==> config.mk <==
export PLATFORM = sky130hd
export DESIGN_NAME = bcd_digit_streamer_flat
export DESIGN_NICKNAME = d
export VERILOG_FILES = /design/src/rtl/palindrome_pkg.sv /design/src/rtl/bcd_digit_streamer_if.sv /design/src/rtl/bcd_digit_streamer_dd_adjust.sv /design/src/rtl/bcd_digit_streamer.sv /design/src/flat_wrapper.sv
export SDC_FILE = /design/constraint.sdc
export NUM_CORES = 1
export LEC_CHECK = 0
export CAP_MARGIN = 20
export CORE_UTILIZATION = 45
export CTS_CLUSTER_SIZE = 14
export DETAILED_ROUTE_END_ITERATION = 6
export GPL_TIMING_DRIVEN = 0
export SYNTH_ARGS = -nofsm -noshare
export SYNTH_HDL_FRONTEND = slang
export SYNTH_HIERARCHICAL = 1
export SYNTH_SLANG_ARGS = --single-unit
==> constraint.sdc <==
create_clock -name clk -period 3 [get_ports clk]
set_input_delay 0.9 -clock clk [delete_from_list [all_inputs] [get_ports clk]]
set_output_delay 0.9 -clock clk [all_outputs]
set_load 0.02 [all_outputs]
==> src/rtl/palindrome_pkg.sv <==
// Shared types and constants for the palindrome checker front end.
package palindrome_pkg;
    typedef enum logic [1:0] {IDLE, CONVERT, SCAN, STREAM} state_t;
    localparam int DIGIT_W   = 4;
    localparam int MAX_DIGIT = 15;
    localparam int CNT_W     = $clog2(MAX_DIGIT + 1);
endpackage

==> src/rtl/bcd_digit_streamer_if.sv <==
// Request/stream bundle between a binary source, the streamer and the digit consumer.
interface bcd_digit_streamer_if #(parameter int WIDTH = 32);
    import palindrome_pkg::*;

    logic                 start;
    logic [WIDTH-1:0]     bin_in;
    logic                 digit_ready;
    logic [DIGIT_W-1:0]   digit_out;
    logic                 digit_valid;
    logic [CNT_W-1:0]     digit_count;
    logic                 busy;
    logic                 done;

    modport master (output start, bin_in, digit_ready,
                    input  digit_out, digit_valid, digit_count, busy, done);
    modport slave  (input  start, bin_in, digit_ready,
                    output digit_out, digit_valid, digit_count, busy, done);
endinterface

==> src/rtl/bcd_digit_streamer_dd_adjust.sv <==
// Double-dabble correction: every nibble >= 5 gets +3 before the shift.
module dd_adjust
    import palindrome_pkg::*;
#(
    parameter int NDIG = 10
) (
    input  logic [NDIG-1:0][DIGIT_W-1:0] bcd_in,
    output logic [NDIG-1:0][DIGIT_W-1:0] bcd_out
);
    for (genvar g = 0; g < NDIG; g++) begin : g_nib
        assign bcd_out[g] = (bcd_in[g] >= DIGIT_W'(5)) ? bcd_in[g] + DIGIT_W'(3) : bcd_in[g];
    end
endmodule

==> src/rtl/bcd_digit_streamer.sv <==
// Binary -> BCD via sequential double-dabble, then streams significant digits MSB-first.
module bcd_digit_streamer
    import palindrome_pkg::*;
#(
    parameter int WIDTH = 32,
    parameter int NDIG  = 10
) (
    input  logic                 clk,
    input  logic                 reset,
    bcd_digit_streamer_if.slave  bus
);
    localparam int CW = $clog2(WIDTH + 1);

    state_t                      state, state_nxt;
    logic [WIDTH-1:0]            bin_sh;
    logic [NDIG-1:0][DIGIT_W-1:0] bcd, adj;
    logic [CW-1:0]               bit_cnt;
    logic [CNT_W-1:0]            idx, cnt_q, sig_cnt;
    logic                        done_q;
    logic                        streaming, hs;
    logic [NDIG*DIGIT_W+WIDTH-1:0] shifted;

    dd_adjust #(.NDIG(NDIG)) u_adj (.bcd_in(bcd), .bcd_out(adj));

    assign shifted   = {adj, bin_sh} << 1;
    assign streaming = (state == STREAM);
    assign hs        = streaming & bus.digit_ready;

    // Ascending scan: the highest non-zero nibble wins; all-zero reports one digit.
    always_comb begin
        sig_cnt = CNT_W'(1);
        for (int i = 0; i < NDIG; i++)
            if (bcd[i] != '0) sig_cnt = CNT_W'(i + 1);
    end

    always_comb begin
        state_nxt = state;
        case (state)
            IDLE:    if (bus.start) state_nxt = CONVERT;
            CONVERT: if (bit_cnt == CW'(1)) state_nxt = SCAN;
            SCAN:    state_nxt = STREAM;
            STREAM:  if (hs && idx == '0) state_nxt = IDLE;
            default: state_nxt = IDLE;
        endcase
    end

    always_ff @(posedge clk or negedge reset) begin
        if (!reset) begin
            state   <= IDLE;
            bin_sh  <= '0;
            bcd     <= '0;
            bit_cnt <= '0;
            idx     <= '0;
            cnt_q   <= '0;
            done_q  <= 1'b0;
        end else begin
            state  <= state_nxt;
            done_q <= 1'b0;
            case (state)
                IDLE: if (bus.start) begin
                    bin_sh  <= bus.bin_in;
                    bcd     <= '0;
                    bit_cnt <= CW'(WIDTH);
                end
                CONVERT: begin
                    {bcd, bin_sh} <= shifted;
                    bit_cnt       <= bit_cnt - CW'(1);
                end
                SCAN: begin
                    cnt_q <= sig_cnt;
                    idx   <= sig_cnt - CNT_W'(1);
                end
                STREAM: if (hs) begin
                    if (idx == '0) begin
                        done_q <= 1'b1;
                        cnt_q  <= '0;
                    end else begin
                        idx <= idx - CNT_W'(1);
                    end
                end
                default: ;
            endcase
        end
    end

    assign bus.digit_valid = streaming;
    assign bus.digit_out   = streaming ? bcd[idx] : '0;
    assign bus.digit_count = cnt_q;
    assign bus.busy        = (state != IDLE);
    assign bus.done        = done_q;
endmodule

==> src/flat_wrapper.sv <==
// flat-port wrapper written by rule: the top's interface ports become plain ports
module bcd_digit_streamer_flat import palindrome_pkg::*;
#(
    parameter int WIDTH = 32,
    parameter int NDIG  = 10
)
  (clk, reset, bus_start, bus_bin_in, bus_digit_ready, bus_digit_out, bus_digit_valid, bus_digit_count, bus_busy, bus_done);
  bcd_digit_streamer_if #(.WIDTH(WIDTH)) bus_i ();
  input  logic clk;
  input  logic reset;
  input wire logic [$bits(bus_i.start)-1:0] bus_start;
  input wire logic [$bits(bus_i.bin_in)-1:0] bus_bin_in;
  input wire logic [$bits(bus_i.digit_ready)-1:0] bus_digit_ready;
  output wire logic [$bits(bus_i.digit_out)-1:0] bus_digit_out;
  output wire logic [$bits(bus_i.digit_valid)-1:0] bus_digit_valid;
  output wire logic [$bits(bus_i.digit_count)-1:0] bus_digit_count;
  output wire logic [$bits(bus_i.busy)-1:0] bus_busy;
  output wire logic [$bits(bus_i.done)-1:0] bus_done;
  assign bus_i.start = bus_start;
  assign bus_i.bin_in = bus_bin_in;
  assign bus_i.digit_ready = bus_digit_ready;
  assign bus_digit_out = bus_i.digit_out;
  assign bus_digit_valid = bus_i.digit_valid;
  assign bus_digit_count = bus_i.digit_count;
  assign bus_busy = bus_i.busy;
  assign bus_done = bus_i.done;
  bcd_digit_streamer #(.WIDTH(WIDTH), .NDIG(NDIG)) u_core (.clk(clk), .reset(reset), .bus(bus_i));
endmodule
==> results of run 1 <==
cell usage in the layout (no fill, tap or decap), drive strengths merged, types with 6 or more instances in the layout:
cell	count
a21oi	15
a22o	41
buf	6
clkbuf	33
clkdlybuf4s50	41
dfrtp	89
ha	27
inv	28
mux2i	50
mux4	8
nand2	80
nand2b	26
nand3	6
nor2	17
nor4	10
o21ai	59
xnor2	14
state kept, by name (all words and copies together), names as in the netlist:
signal	cells
u_core/state	2
u_core/bus.done	1
u_core/bin_sh	32
u_core/bus.digit_count	4
u_core/idx	4
u_core/bcd	40
u_core/bit_cnt	6
stage by stage:
step / TNS [ns] / utilization / area (um^2)
after floorplan: 0 / - / 5180
after global placement: -218.40 / 0.528 / 5820
after detailed placement: -8.52 / 0.530 / 5840
after CTS: 0 / 0.559 / 6160
after global routing: 0 / 0.560 / 6170
final: 0 / 0.560 / 6170
worst reg2reg max path, stage by stage, from the launching register on:
cell and delay, ns:
dfrtp_1 0.39, inv_1 0.08, ha_1 0.17, clkbuf_1 0.23, mux2i_2 0.47, clkbuf_1 0.52
clkbuf_1 0.45, o21ai_0 0.18
cell type report:
cell class                 instances  area share
multi-input combinational        384       0.447
sequential                        89       0.361
timing repair buffer              48      0.0794
clock buffer                      11      0.0409
tap                              140      0.0284
buffer                            25      0.0174
inverter                          26      0.0158
clock inverter                     5     0.00993
per-layer routing:
metal	global-route usage	up-vias	share of wire	routed length, um
met3	0.0362	17	0.037	444
met4	0.0743	0	0.016	200
met2	0.360	72	0.47	5650
met1	0.304	1988	0.48	5850
met5	0	-	0	0
li1	-	1979	-	-
path summary, 6_finish.rpt:
kind                                  startpoint                end  slack [ns]  cells past startpoint
worst max-delay path               u_core/idx[0]   bus_digit_out[2]        0.07                      5
worst min-delay path            u_core/bin_sh[5]   u_core/bin_sh[5]        0.48                      2
worst max register to register   u_core/state[1]  u_core/bin_sh[28]        0.36                      7
worst min register to register  u_core/bin_sh[5]   u_core/bin_sh[5]        0.48                      2
max in group asynchronous                  reset      u_core/idx[0]        1.83                      2
min in group asynchronous                  reset  u_core/bin_sh[18]        0.52                      1
power breakdown:
group | internal (W) | switching (W)
combinational | 0.000944 | 0.00139
sequential | 0.00155 | 0.000276
clock | 0.000697 | 0.000487
total | 0.00319 | 0.00215
repair_timing:
| action | 4_1_cts | 5_1_grt |
|---|---|---|
| resized for setup | 8 | 5 |
| setup endpoints to repair | 4 | 34 |
| hold buffers | 0 | 0 |
| buffers inserted | 1 | 0 |
==> metrics.yaml, run 1 <==
critical_path:
  crit_family: "multiplexers"
  crit_buf_inv: 2
  cpPeakStageDelay_ns: 0.54
  crit_fanout: 10
  end_kind: "output pin"
  startpoint_type: "register"
  worstPathArrival_ns: 2.03
  cp_data_required_time_ns: 2.10
  slowest_stage: "mux4_2"
  worstSetupPathType: "register to output pin"
  crit_chain: "buf_8 -> mux4_2 -> mux2i_1 -> o22ai_1 -> dlygate4sd2_1"
placed_design:
  dp_cells: 713
  dp_hpwl_mm: 8.56
  place_congestion: 0.805
  port_buffers: 46
  pre_cts_slack_ns: -0.394
global_routing:
  grt_pass1_wl_mm: 20.4
  grt_usage: 0.223
  grt_start_max_net_pins: 54
  grt_pass1_vias: 4055
  grt_overflow_total: 0
  antenna_found_initial: 0
min_path:
  hp-class: "register to register"
power_and_ir_drop:
  power_w: 0.00534
  vdd_drop_max_uv: 377
  p_leak_nw: 2.79
  cellPowerDensity_nw_per_um2: 865
routing:
  wl_per_cell_um: 16.7
  drtAntennaViolNets: 0
  firstDrtPassIters: 4
  vias_per_cell: 5.57
  vias: 4056
  finalWirelength_mm: 12.1
  drt_first_iter_violations: 208
  drc: 0
cells_and_area:
  area_growth_syn_to_layout_pct: 19.1
  insertedDiodeCount: 0
  fillCellCount: 1023
  final_layout_size_suffix_gt1_frac: 0.0799
  multi_input_area_um2: 2760
  area.sequential_um2: 2230
  fin_cells: 728
  nNetsFinal: 646
sta:
  hold_slack_ns: 0.482
  worst_slew_pin_slew_ns: 0.721
  slew-limit-headroom: 0.520
  hold_viol: 0
  setup_slack_ns: 0.0683
  fin_worst_skew_ns: 0.00469
  grt_setup_unrepaired: "no"
  period_needed_ns: 2.93
  slew_violations: 0
  max_freq_mhz: 341
  finalSetupViolations: 0
  final.period_utilization: 0.977
die:
  top_level_ports: 47
  core_um2: 11000
  start_util: 0.470
  die_area_um2: 12000
  chipHeight_um: 109
  rows: 38
  chipWidth_um: 109
run:
  cap_violations: 0
clock_network:
  clk_latency_ns: 0.34
  clock-sinks: 89
  htreeDepth: 3
  tritoncts: "yes"
  cts_inserted_buffers: 9
  cts.path.max_buffers: 2
  cts_root_buf: "clkbuf_16"
  clk_pin_slew_ns: 0.06
synth:
  syn_inst: 526
  syn_area_um2: 5180
  synth.avg_cell_area_um2: 9.85
  yosysWarnings: 6
  synth_nets: 589
outcome:
  outcome: "finished, final reports clean"
(Power assumes the default switching activity.)
==> inputs of run 2 (changes only) <==
--- a/config.mk
+++ b/config.mk
@@ -6,6 +6,7 @@
 export NUM_CORES = 1
 export LEC_CHECK = 0
 export CAP_MARGIN = 20
+export CORE_MARGIN = 2
 export CORE_UTILIZATION = 45
 export CTS_CLUSTER_SIZE = 14
 export DETAILED_ROUTE_END_ITERATION = 6
==> run 2 against run 1 <==
Fmax rose by 0.37%; global-route usage is 1.7 points lower; critical path depth unchanged; worst setup slack gained 0.011 ns; utilization fell by 1.5 points; highest routed layer unchanged; first-iteration DRC count is 4.8% lower; clock-buffer cell count down 1.
==> metrics.yaml, run 2 (same netlist as run 1, synthesis figures left out) <==
cells_and_area:
  area_growth_syn_to_layout_pct: 19.0  # was 19.1%
  final_common_cell: "dfrtp_1"  # unchanged
  fin_cells: 730  # was 728
  max_flop_register: "u_core/bcd"  # unchanged
  mostFrequentLayoutCells: "88 x dfrtp_1, 80 x nand2_1, 49 x o21ai_0, 49 x mux2i_1, 41 x clkdlybuf4s50_1"  # unchanged
  reg.largest.list: "u_core/bcd: 40 flops, u_core/bin_sh: 32 flops, u_core/bit_cnt: 6 flops"  # unchanged
  insertedDiodeCount: 0  # unchanged
  largest_register_ffs: 40  # unchanged
  final_layout_size_suffix_gt1_frac: 0.0801  # was 0.0799
  finish.utilization: 0.545  # was 0.560
  nNetsFinal: 646  # unchanged
routing:
  top_layer: "met4"  # unchanged
  drtAntennaViolNets: 0  # unchanged
  finalWirelength_mm: 11.9  # was 12.1 mm
  vias: 4095  # was 4056
  route.met3.wl_um: 447  # was 444 um
  vias_per_cell: 5.61  # was 5.57
  drc: 0  # unchanged
  wl_per_cell_um: 16.3  # was 16.7 um
  wirelength_met1_mm: 5.66  # was 5.85 mm
  drt_first_iter_violations: 198  # was 208
  firstDrtPassIters: 4  # unchanged
  route.met2.wl_mm: 5.49  # was 5.65 mm
clock_network:
  clk_latency_ns: 0.34  # about the same
  clk_pin_slew_ns: 0.06  # about the same
  tritoncts: "yes"  # unchanged
  clock-sinks: 89  # unchanged
  hold_buffers: 0  # unchanged
  cts_inserted_buffers: 9  # unchanged
  htreeDepth: 3  # unchanged
  cts_root_buf: "clkbuf_16"  # unchanged
  cts.path.max_buffers: 2  # unchanged
sta:
  final.period_utilization: 0.974  # was 0.977
  worst_slew_pin_slew_ns: 0.747  # was 0.721 ns
  slew_violations: 0  # unchanged
  fin_worst_skew_ns: 0.00411  # was 0.00469 ns
  setup_tns_ns: 0  # unchanged
  hold_slack_ns: 0.483  # was 0.482 ns
  slew-limit-headroom: 0.502  # was 0.520
  hold_viol: 0  # unchanged
  max_freq_mhz: 342  # was 341 MHz
  grt_setup_unrepaired: "no"  # unchanged
  period_needed_ns: 2.92  # was 2.93 ns
  finalSetupViolations: 0  # unchanged
  setup_slack_ns: 0.0791  # was 0.0683 ns
critical_path:
  crit_chain: "buf_6 -> mux4_2 -> mux2i_1 -> o22ai_1 -> dlygate4sd2_1"  # was buf_8 -> mux4_2 -> mux2i_1 -> o22ai_1 -> dlygate4sd2_1
  end_kind: "output pin"  # unchanged
  crit_family: "multiplexers"  # unchanged
  crit_fanout: 10  # unchanged
  crit_buf_inv: 2  # unchanged
  timing.rr.end: "u_core/bin_sh[25]"  # was u_core/bin_sh[28]
  cpPeakStageDelay_ns: 0.56  # was 0.54 ns
  worstRegToRegCells: 7  # unchanged
  cp_num_cells: 5  # unchanged
  startpoint_type: "register"  # unchanged
  reg2reg_slack_ns: 0.38  # was 0.36 ns
  cp_data_required_time_ns: 2.10  # about the same
  r2r_start: "u_core/state[1]"  # unchanged
  worstSetupPathType: "register to output pin"  # unchanged
  setup.worst_path.end: "bus_digit_out[0]"  # was bus_digit_out[2]
  worstPathArrival_ns: 2.02  # was 2.03 ns
  worstSetupStartpoint: "u_core/idx[0]"  # unchanged
  slowest_stage: "mux4_2"  # unchanged
die:
  rows: 39  # was 38
  die_area_um2: 12400  # was 12000 um^2
  chipWidth_um: 111  # was 109 um
  top_level_ports: 47  # unchanged
  core_um2: 11300  # was 11000 um^2
  chipHeight_um: 111  # was 109 um
  start_util: 0.458  # was 0.470
power_and_ir_drop:
  p_sw_w: 0.00211  # was 0.00215 W
  vdd_drop_max_uv: 380  # was 377 uV
  p_leak_nw: 2.79  # about the same
  p_comb_frac: 0.434  # was 0.436
  intPower_w: 0.00322  # was 0.00319 W
  cellPowerDensity_nw_per_um2: 863  # was 865 nW/um^2
  p_sw_frac: 0.396  # was 0.402
  clockPowerShare: 0.223  # was 0.222
  seq_power_share: 0.343  # was 0.342
placed_design:
  port_buffers: 46  # unchanged
  pre_cts_slack_ns: -0.388  # was -0.394 ns
  dp_cells: 716  # was 713
  dp_hpwl_mm: 8.61  # was 8.56 mm
  place_congestion: 0.841  # was 0.805
global_routing:
  grt_overflow_total: 0  # unchanged
  antenna_found_initial: 0  # unchanged
  grt_usage: 0.205  # was 0.223
  grt_start_max_net_pins: 46  # was 54
  grt_pass1_wl_mm: 20.5  # was 20.4 mm
  grt_pass1_vias: 4054  # was 4055
min_path:
  min_from: "u_core/bin_sh[8]"  # was u_core/bin_sh[5]
  hp-class: "register to register"  # unchanged
outcome:
  outcome: "finished, final reports clean"  # unchanged
run:
  cap_violations: 0  # unchanged
run 2: cell count changes in the layout (fill, tap and decap cells not counted), sizes merged:
| cell | delta |
|---|---|
| clkinvlp | +1 |
| clkdlybuf4s15 | -1 |
| inv | -2 |
| bufinv | +1 |
run 2: cell type report:
type                    instances  area, um^2
repair buffers                 48         485
inverters                      26        97.6
fillers                      1071        5150
clock buffers                  10         229
plain buffers                  25         105
well taps                     143         179
clock inverters                 5        81.3
multi-input cells             384        2760
flip-flops and latches         89        2230
run 2: layer usage:
layer,vias up,global-route usage
met3,19,0.0310
met4,0,0.0856
met5,-,0
li1,1976,-
met2,86,0.326
met1,2014,0.284
run 2: worst reg2reg max path: stages (launching register included):
cell and delay [ns]:
dfrtp_1 0.38, inv_1 0.09, ha_1 0.18, clkbuf_1 0.25
mux2i_2 0.57, clkbuf_2 0.38, clkbuf_1 0.44, o21ai_0 0.19
run 2: stage by stage:
stage | area (um^2) | power (W)
6_report | 6170 | 0.00532
5_1_grt | 6170 | 0.00575
4_1_cts | 6170 | 0.00537
3_5_place_dp | 5850 | 0.00415
3_3_place_gp | 5820 | 0.00407
2_1_floorplan | 5180 | 0.00343
run 2: how the worst min path moves through the flow:
stage                         to  cells past startpoint
2_1_floorplan  u_core/bin_sh[10]                      2
3_3_place_gp    u_core/bin_sh[1]                      2
3_5_place_dp   u_core/bin_sh[10]                      2
4_1_cts         u_core/bin_sh[6]                      2
5_1_grt        u_core/bin_sh[21]                      2
6_report        u_core/bin_sh[8]                      2
run 2: power by group through the flow:
stage               logic [W]  clock network [W]  registers (W)
global route          0.00260            0.00127        0.00187
detailed placement    0.00233                  0        0.00182
finish                0.00231            0.00119        0.00182
CTS                   0.00233            0.00122        0.00182
floorplan             0.00165                  0        0.00177
global placement      0.00227                  0        0.00180
run 2: what timing repair did:
action                     CTS  global route
gates cloned                 0             0
setup endpoints to repair    6             6
gates resized for setup      9             6
setup buffers                1             0
